===== src/rtl/exec_pkg.sv =====
// exec_pkg: shared opcode, state and register/status index definitions for exec_unit
package exec_pkg;
  typedef enum logic [3:0] {
    OP_ADD = 4'd0,
    OP_SUB = 4'd1,
    OP_AND = 4'd2,
    OP_OR  = 4'd3,
    OP_XOR = 4'd4,
    OP_SHL = 4'd5,
    OP_SHR = 4'd6,
    OP_SAR = 4'd7,
    OP_MUL = 4'd8,
    OP_CMP = 4'd9
  } op_t;
  typedef enum logic [2:0] {S_IDLE, S_MULT, S_WB, S_FZ, S_FC, S_FN} state_t;
  localparam logic [1:0] SR_Z = 2'd1;
  localparam logic [1:0] SR_C = 2'd2;
  localparam logic [1:0] SR_N = 2'd3;
  localparam logic [4:0] R_ZERO = 5'd0;
  localparam logic [4:0] R_SR   = 5'd1;
  localparam logic [4:0] R_PC   = 5'd2;
endpackage


===== src/rtl/exec_unit_mul_iter.sv =====
// mul_iter: iterative shift-add multiplier, final product presented combinationally with valid
module mul_iter #(
  parameter int MUL_CYCLES = 32
) (
  input  logic        clk,
  input  logic        rst,
  input  logic        start,
  input  logic [31:0] a,
  input  logic [31:0] b,
  output logic [31:0] lo,
  output logic        hi_nz,
  output logic        valid
);
  localparam int CW = $clog2(MUL_CYCLES + 1);
  logic [63:0] acc, mc, nxt;
  logic [31:0] mp;
  logic [CW-1:0] cnt;
  assign nxt   = acc + (mp[0] ? mc : 64'd0);
  assign lo    = nxt[31:0];
  assign hi_nz = |nxt[63:32];
  assign valid = cnt == CW'(1);
  always_ff @(posedge clk) begin
    if (rst) begin
      cnt <= '0;
    end else if (start) begin
      acc <= '0;
      mc  <= {32'd0, a};
      mp  <= b;
      cnt <= CW'(MUL_CYCLES);
    end else if (cnt != '0) begin
      acc <= nxt;
      mc  <= mc << 1;
      mp  <= mp >> 1;
      cnt <= cnt - 1'b1;
    end
  end
endmodule


===== src/rtl/exec_unit.sv =====
// exec_unit: execute/writeback stage computing ALU/shift/multiply results and sequencing register and status writes
module exec_unit
  import exec_pkg::*;
#(
  parameter int MUL_CYCLES = 32
) (
  input  logic        clk,
  input  logic        rst,
  input  logic        start,
  input  logic [3:0]  op,
  input  logic [31:0] a,
  input  logic [31:0] b,
  input  logic [4:0]  dst,
  output logic [31:0] din,
  output logic [4:0]  csel,
  output logic        c_we,
  output logic        sr_in,
  output logic [1:0]  sr_sel,
  output logic        sr_we,
  output logic        busy,
  output logic        done
);
  state_t state;
  logic [4:0] rdst, sh;
  logic rfl, fc, alu_c, mhi, mvalid, accept;
  logic [32:0] add_w, shl_w, shr_w, sar_w;
  logic [31:0] alu_r, mlo;
  assign sh     = b[4:0];
  assign accept = start && state == S_IDLE;
  assign add_w  = {1'b0, a} + {1'b0, b};
  assign shl_w  = {1'b0, a} << sh;
  assign shr_w  = {a, 1'b0} >> sh;
  assign sar_w  = $signed({a, 1'b0}) >>> sh;
  always_comb begin
    alu_r = add_w[31:0];
    alu_c = 1'b0;
    case (op)
      OP_ADD: alu_c = add_w[32];
      OP_SUB, OP_CMP: begin
        alu_r = a - b;
        alu_c = a < b;
      end
      OP_AND: alu_r = a & b;
      OP_OR:  alu_r = a | b;
      OP_XOR: alu_r = a ^ b;
      OP_SHL: {alu_c, alu_r} = shl_w;
      OP_SHR: {alu_r, alu_c} = shr_w;
      OP_SAR: {alu_r, alu_c} = sar_w;
      default: ;
    endcase
  end
  mul_iter #(.MUL_CYCLES(MUL_CYCLES)) u_mul (
    .clk   (clk),
    .rst   (rst),
    .start (accept && op == OP_MUL),
    .a     (a),
    .b     (b),
    .lo    (mlo),
    .hi_nz (mhi),
    .valid (mvalid)
  );
  always_ff @(posedge clk) begin
    if (rst) begin
      state  <= S_IDLE;
      din    <= '0;
      csel   <= '0;
      c_we   <= 1'b0;
      sr_in  <= 1'b0;
      sr_sel <= SR_Z;
      sr_we  <= 1'b0;
      busy   <= 1'b0;
      done   <= 1'b0;
      rdst   <= '0;
      rfl    <= 1'b0;
      fc     <= 1'b0;
    end else begin
      case (state)
        S_IDLE: if (start) begin
          busy  <= 1'b1;
          rdst  <= dst;
          rfl   <= (op <= OP_CMP);
          state <= op == OP_MUL ? S_MULT : S_WB;
          c_we  <= op < OP_MUL && dst > R_PC;
          din   <= alu_r;
          csel  <= dst;
          fc    <= alu_c;
        end
        S_MULT: if (mvalid) begin
          state <= S_WB;
          c_we  <= rdst > R_PC;
          din   <= mlo;
          fc    <= mhi;
        end
        S_WB: begin
          state  <= S_FZ;
          c_we   <= 1'b0;
          sr_we  <= rfl;
          sr_sel <= SR_Z;
          sr_in  <= din == '0;
        end
        S_FZ: begin
          state  <= S_FC;
          sr_sel <= SR_C;
          sr_in  <= fc;
        end
        S_FC: begin
          state  <= S_FN;
          sr_sel <= SR_N;
          sr_in  <= din[31];
          done   <= 1'b1;
        end
        S_FN: begin
          state <= S_IDLE;
          sr_we <= 1'b0;
          done  <= 1'b0;
          busy  <= 1'b0;
        end
        default: state <= S_IDLE;
      endcase
    end
  end
endmodule


===== config.mk =====
export PLATFORM = sky130hd
export DESIGN_NAME = exec_unit
export DESIGN_NICKNAME = d
export VERILOG_FILES = /design/src/rtl/exec_pkg.sv /design/src/rtl/exec_unit_mul_iter.sv /design/src/rtl/exec_unit.sv
export SDC_FILE = /design/constraint.sdc
export NUM_CORES = 1
export LEC_CHECK = 0
export ABC_CLOCK_PERIOD_IN_PS = 16300
export CORE_MARGIN = 2
export CORE_UTILIZATION = 33
export DETAILED_ROUTE_END_ITERATION = 6
export MAX_ROUTING_LAYER = met4
export REMOVE_ABC_BUFFERS = 1
export SLEW_MARGIN = 10
export SYNTH_ARGS = -nofsm -noshare
export SYNTH_HDL_FRONTEND = slang
export SYNTH_SLANG_ARGS = --single-unit

===== constraint.sdc =====
create_clock -name clk -period 16.3 [get_ports clk]
set_clock_uncertainty 0.2 [all_clocks]
set_input_delay 3.26 -clock clk [delete_from_list [all_inputs] [get_ports clk]]
set_output_delay 3.26 -clock clk [all_outputs]
set_load 0.01 [all_outputs]

==> flow_summary_export.csv, run 1 <==
group,metric,value,unit
clock_network,cts_made_buffers,28,
critical_path,cp_slowest_cell,"o31ai_1",
power,peakVddDrop,0.0994,mV
placed_design,postPlaceCellArea,23100,um^2
timing,finalHoldViolations,0,
cells_and_area,fin_nets,2861,
synthesis,synth_xor_xnor_area_share,2.67,%
cells_and_area,drive_above_1_share,6.96,%
cells_and_area,design_area,24100,um^2
synthesis,avgSynthCellArea,8.14,um^2
timing,rsz0062_at_grt,"false",
placed_design,place_congestion,1.02,
global_routing,grt_pass1_wl,125000,um
detailed_routing,wl_per_cell,23.5,um
power,cellLeakagePower,9.20,nW
cells_and_area,final_util,37.5,%
synthesis,synth_fa_ha_area_share,9.80,%
synthesis,yosysWarningCount,0,
floorplanning,die_w,258,um
critical_path,critPathRequiredTime,16.57,ns
detailed_routing,antenna_left,0,
synthesis,synth_top_family_by_area,"compound AO/OA/AOI/OAI gates",
timing,setup_ws,8.36,ns
flow_run,cap_viol_max_count,0,
clock_network,cts_hold_buf,0,
synthesis,synth_area,21300,um^2
global_routing,grt_pass1_vias,20300,
timing,tightest_slew,1.14,ns
timing,fin_crit_sh,48.7,%
placed_design,portBuffers,119,
global_routing,antenna_found_initial,2,
cells_and_area,seqCellArea,5910,um^2
clock_network,cts_tree,"yes",
detailed_routing,drc_errors,2,
critical_path,worstSetupEndpointType,"flop",
run_status,outcome,"finished, violations left",
critical_path,cp.arrival,8.21,ns
critical_path,regToRegSetupSlack,10.43,ns
detailed_routing,via_count,20900,
clock_network,htreeDepth,1,
critical_path,worstSetupStartpointType,"primary input",
global_routing,track_usage,24.7,%
cells_and_area,n_fill_cell,6555,
floorplanning,coreArea,64100,um^2
power,power.density,167,nW/um^2
synthesis,synth_compound_area_share,25.5,%
timing,fmax,0.126,GHz
synthesis,synthCells,2615,
floorplanning,pin_count,120,
placed_design,post-dp-hpwl,61400,um
clock_network,clk_latency,0.60,ns
floorplanning,dieHeight,258,um
critical_path,path_class,"in2reg",
timing,fin_crit,7.94,ns
critical_path,ff2ff_path_depth,16,
synthesis,synth.distinct_cells,95,
critical_path,crit_chain,"clkdlybuf4s50_1 > buf_4 > clkinv_1 > ha_1 > o21a_1 > o31ai_1 > a211oi_1 > o41ai_2 > o21bai_1 > a221oi_2 > o31ai_1 > nand4_1 > nand2_1 > o31ai_1 > nor4b_1 > o31ai_1",
floorplanning,fp.dieArea,66600,um^2
placed_design,dp_slack,7.88,ns
synthesis,seq_area_frac_synth,27.7,%
cells_and_area,area_growth,13.0,%
detailed_routing,drt_pass1_iterations,7,
detailed_routing,drt_iter0_drc,2101,
floorplanning,rows,93,
timing,max-slew-margin-rel,23.7,%
cells_and_area,multiInputGateArea,14300,um^2
min_path,hold_depth,2,
synthesis,synth-edff-count,160,
clock_network,cts.clk_slew.worst_paths,0.06,ns
critical_path,cp_max_fo,43,
detailed_routing,routed_wl,82100,um
timing,setup-violations-final,0,
critical_path,cpMostUsedCell,"o31ai_1",
floorplanning,floorplan.initialDensity,33.2,%
clock_network,cts_resized,0,
clock_network,clockBufferDepth,3,
synthesis,synth-simple-area-share,21.0,%
timing,fin_tns_setup,0,ns
min_path,hold_class,"reg2reg",
synthesis,synth.largest_area_cell,"edfxtp_1",
synthesis,netlist.area_leader.share,22.6,%
global_routing,grt_overflow,0,
run_status,violations,"design-rule violations",
synthesis,synthTopCellsByArea,"edfxtp_1, ha_1, mux4_2",
clock_network,root_buffer,"clkbuf_16",
critical_path,max_stage_delay,0.85,ns
timing,slew_viol_final,0,
detailed_routing,viasPerCell,5.98,
clock_network,cts_setup_buffers,0,
global_routing,grt_max_degree,85,
synthesis,postSynth.asyncResetShare,0,%
synthesis,synthMuxAreaShare,7.79,%
synthesis,ys_ff_latch,215,
clock_network,cts_sinks,215,
synthesis,synth_ff_type,"edfxtp_1",
routing by layer:
metal,track usage [%],wire length (um),vias to the layer above
li1,-,-,9684
met1,32.4,35300,10100
met2,37.9,36500,978
met3,2.97,6060,196
met4,11.4,4310,0
met5,-,0,-
critical path, delay by kind of cell:
family,cells,cell delay [ns]
AOI/OAI and AO/OA,9,2.23
buffers and inverters,3,1.44
adders and majority gates,1,0.65
and+or+nand+nor,3,0.61
worst paths after layout:
| kind | to | startpoint |
|---|---|---|
| setup / recovery | din[30] | b[4] |
| hold / removal | c_we | c_we |
| setup reg to reg | fc | u_mul.mp[0] |
| hold reg to reg | c_we | c_we |
state kept, by name, indices dropped and copies added, names as in the netlist:
name	cells
state	3
done	1
fc	1
din	32
u_mul.mp	32
rfl	1
c_we	1
busy	1
sr_we	1
rdst	5
u_mul.acc	64
u_mul.cnt	6
u_mul.mc	64
sr_in	1
sr_sel	2
layout by cell type (no fill, tap or decap), drive strengths merged, types with 35 or more instances in the layout:
cell type and n:
dfxtp 55, a21oi 233, clkbuf 41, mux4 56
clkdlybuf4s50 114, a211oi 46, buf 39, inv 117
nand3 37, o21bai 36, nor2 319, o21ai 218
and2 130, ha 162, nor3 67, a21o 36
edfxtp 160, nand2 228, xnor2 35, nand4 35
stage by stage:
stage | hold WS [ns] | cells | total power, mW
after global routing | 0.294 | 3497 | 4.31
final | 0.261 | 3499 | 4.01
after detailed placement | 0.265 | 3445 | 3.34
after CTS | 0.274 | 3497 | 4.00
after floorplan | 0.261 | 2437 | 2.68
after global placement | 0.261 | 3445 | 3.31
kinds of logic after synthesis:
family / count (synthesis)
adder cells (fa/ha/maj): 165
XOR/XNOR: 65
flip-flops: 215
AND/OR/NAND/NOR: 939
AO/OA/AOI/OAI: 839
buffers and inverters: 297
multiplexers: 95
report_power, final:
group / switching, mW / internal (mW) / leakage, nW / total [mW]
combinational: 1.47 / 0.850 / 6.76 / 2.32
clock: 0.267 / 0.373 / 0.463 / 0.640
sequential: 0.110 / 0.945 / 1.98 / 1.05
total: 1.85 / 2.17 / 9.20 / 4.01
layout make-up:
type / instances / area share (%)
Tap cell: 855 / 4.45
Clock inverter: 11 / 0.478
Sequential cell: 215 / 24.5
Clock buffer: 41 / 3.46
Timing Repair Buffer: 153 / 5.92
Multi-Input combinational cell: 2103 / 59.3
Inverter: 119 / 1.86
Antenna cell: 2 / 0.0208
synth_stat cells, types with 21 or more instances:
master	instances
a211oi_1	46
inv_1	116
nand4_1	35
buf_2	26
and3_1	22
a21oi_1	233
a221oi_1	32
xnor2_1	35
clkbuf_1	130
a31oi_1	24
nand2_1	228
nor2_1	319
nor3_1	64
o211ai_1	23
mux4_2	56
mux2i_1	34
o21bai_1	35
a21o_1	36
and2_1	130
nand3_1	37
dfxtp_1	55
ha_1	162
nor4_1	24
edfxtp_1	160
o31ai_1	21
xor2_1	30
o21ai_0	200
Note: power is estimated with default switching activity, not from simulation.
==> run 2, diff against run 1 <==
- ABC_CLOCK_PERIOD_IN_PS: 16300 -> 7100
- clock period: 16.3 -> 7.1 ns (I/O delays scaled with it)
==> run 2 against run 1 <==
The flow now finishes without violations. Cell area rose by 0.80%. Routed wire length rose by 5.1%. Clock-buffer cell count fell by 4. Die area did not move. Global-route usage rose by 1.2 points. Worst setup slack got worse by 6.9 ns. Sequential share of layout area fell by 0.19 points. Critical path depth fell by 1. Clock power rose by 140%. Cell count rose by 0.57%. Combinational power rose by 130%. Highest routed layer unchanged.
==> flow_summary_export.csv, run 2 (synthesized netlist as in run 1, its figures left out) <==
group,metric,value,unit
detailed_routing,routed_wl,86300,um
clock_network,cts_tree,"yes",
power,cellLeakagePower,9.31,nW
detailed_routing,wl_met1,36600,um
placed_design,post-dp-hpwl,65500,um
timing,fmax,0.177,GHz
cells_and_area,final_common_cell,"nor2_1",
cells_and_area,area_growth,13.9,%
global_routing,grt_pass1_wl,130000,um
detailed_routing,viasPerCell,6.02,
critical_path,endpoint,"fc",
power,switching_share,46.1,%
detailed_routing,drt_iter0_drc,2141,
critical_path,r2r-end,"fc",
cells_and_area,design_area,24300,um^2
cells_and_area,final_util,37.8,%
clock_network,cts_setup_buffers,0,
placed_design,dp_slack,1.09,ns
global_routing,antenna_found_initial,5,
timing,fin_crit,5.66,ns
min_path,hold_class,"reg2reg",
detailed_routing,dr_wl_met3,5880,um
clock_network,cts_resized,0,
timing,setup-violations-final,0,
critical_path,worstSetupStartpointType,"flop",
critical_path,cp.arrival,5.95,ns
critical_path,critPathRequiredTime,7.39,ns
timing,rsz0062_at_grt,"false",
critical_path,worstSetupEndpointType,"flop",
critical_path,path_class,"reg2reg",
detailed_routing,drc_errors,0,
cells_and_area,multiInputGateArea,14300,um^2
timing,setup_ws,1.44,ns
cells_and_area,seqCellArea,5910,um^2
critical_path,cp_slowest_cell,"edfxtp_1",
detailed_routing,drt_pass1_iterations,6,
floorplanning,rows,93,
critical_path,cp_max_fo,31,
cells_and_area,most-common-layout-cells,"nor2_1, a21oi_1, nand2_1",
global_routing,grt_overflow,0,
timing,max-slew-margin-rel,25.0,%
clock_network,cts.clk_slew.worst_paths,0.07,ns
critical_path,ff2ff_path_depth,15,
clock_network,cts_sinks,215,
power,peakVddDrop,0.216,mV
floorplanning,pin_count,120,
floorplanning,dieHeight,258,um
power,clkPwrFrac,16.3,%
floorplanning,floorplan.initialDensity,33.2,%
critical_path,cpMostUsedCell,"nor4_1",
global_routing,grt_pass1_vias,20600,
critical_path,regToRegSetupSlack,1.44,ns
power,p_sw,4.29,mW
critical_path,timing.rr.start,"u_mul.mp[0]",
detailed_routing,antenna_left,0,
critical_path,crit_chain,"buf_4 > and2_1 > ha_1 > nand4_1 > nor4_1 > a221o_1 > a31oi_2 > nor4_1 > nor3b_2 > xnor2_1 > a211oi_1 > nand3_1 > nor4_1 > nand4_1 > a211o_1",
global_routing,track_usage,25.9,%
clock_network,htreeDepth,1,
power,power.density,384,nW/um^2
cells_and_area,fin_nets,2878,
cells_and_area,top_regs,"u_mul.acc x64, u_mul.mc x64",
cells_and_area,drive_above_1_share,7.86,%
clock_network,root_buffer,"clkbuf_16",
power,p_comb_share,57.5,%
floorplanning,coreArea,64100,um^2
critical_path,max_stage_delay,0.91,ns
detailed_routing,wl_per_cell,24.5,um
run_status,outcome,"complete, no violations",
clock_network,clockBufferDepth,3,
power,intPower,5.01,mW
critical_path,critPathLaunch,"u_mul.mp[0]",
placed_design,postPlaceCellArea,23300,um^2
flow_run,cap_viol_max_count,0,
detailed_routing,top_layer,"met4",
timing,fin_crit_sh,79.7,%
clock_network,clk_latency,0.60,ns
timing,fin_tns_setup,0,ns
cells_and_area,n_fill_cell,6505,
detailed_routing,route.met2.wl,39500,um
clock_network,cts_hold_buf,0,
placed_design,place_congestion,0.987,
timing,slew_viol_final,0,
floorplanning,fp.dieArea,66600,um^2
detailed_routing,via_count,21200,
floorplanning,die_w,258,um
timing,tightest_slew,1.13,ns
power,power,9.30,mW
clock_network,cts_made_buffers,29,
timing,finalHoldViolations,0,
placed_design,portBuffers,119,
global_routing,grt_max_degree,128,
power,power_frac_seq,26.3,%
run 2: cell count changes in the layout (fill, tap and decap cells not counted), moves of 2 or more:
cell,change
buf_4,+14
inv_6,+3
buf_12,+2
inv_4,+2
clkbuf_1,-5
clkinv_4,-2
clkinvlp_4,+3
diode_2,+2
run 2: area by class of cell:
class | count | area share [%]
Timing Repair Buffer | 169 | 6.47
Antenna cell | 4 | 0.0413
Inverter | 119 | 1.84
Sequential cell | 215 | 24.3
Clock inverter | 17 | 0.609
Tap cell | 855 | 4.41
Multi-Input combinational cell | 2103 | 58.9
Clock buffer | 37 | 3.41
run 2: worst min path at each step:
stage | end | depth (start not counted) | from | slack, ns
6_report | c_we | 2 | c_we | 0.26
5_1_grt | c_we | 2 | c_we | 0.30
4_1_cts | c_we | 2 | c_we | 0.26
3_5_place_dp | c_we | 2 | c_we | 0.24
3_3_place_gp | c_we | 2 | c_we | 0.25
2_1_floorplan | rfl | 2 | rfl | 0.26
run 2: worst max-delay path, delay by kind of cell, from the launching register on:
kind,cells,cell delay [ns]
compound gates,4,1.00
xor+xnor,1,0.19
fa+ha+maj,1,0.36
buf+inv,1,0.38
flops,1,0.91
simple gates,8,2.48
run 2: power groups by stage:
stage | Sequential [mW] | Clock, mW | Combinational (mW)
after global routing | 2.49 | 1.59 | 5.90
after floorplan | 2.48 | 0 | 3.66
final | 2.44 | 1.52 | 5.35
after CTS | 2.44 | 1.55 | 5.29
after detailed placement | 2.46 | 0 | 5.26
after global placement | 2.45 | 0 | 5.19
run 2: metal layers:
metal  GRT usage [%]  up-vias
met5               -        -
met4            10.9        0
met3            3.50      179
met2            40.8      917
met1            33.4    10400
li1                -     9734
run 2: through the flow:
stage / instances / hold slack [ns]
floorplan: 2437 / 0.261
global placement: 3461 / 0.246
detailed placement: 3461 / 0.244
CTS: 3515 / 0.257
global route: 3519 / 0.297
finish: 3519 / 0.255
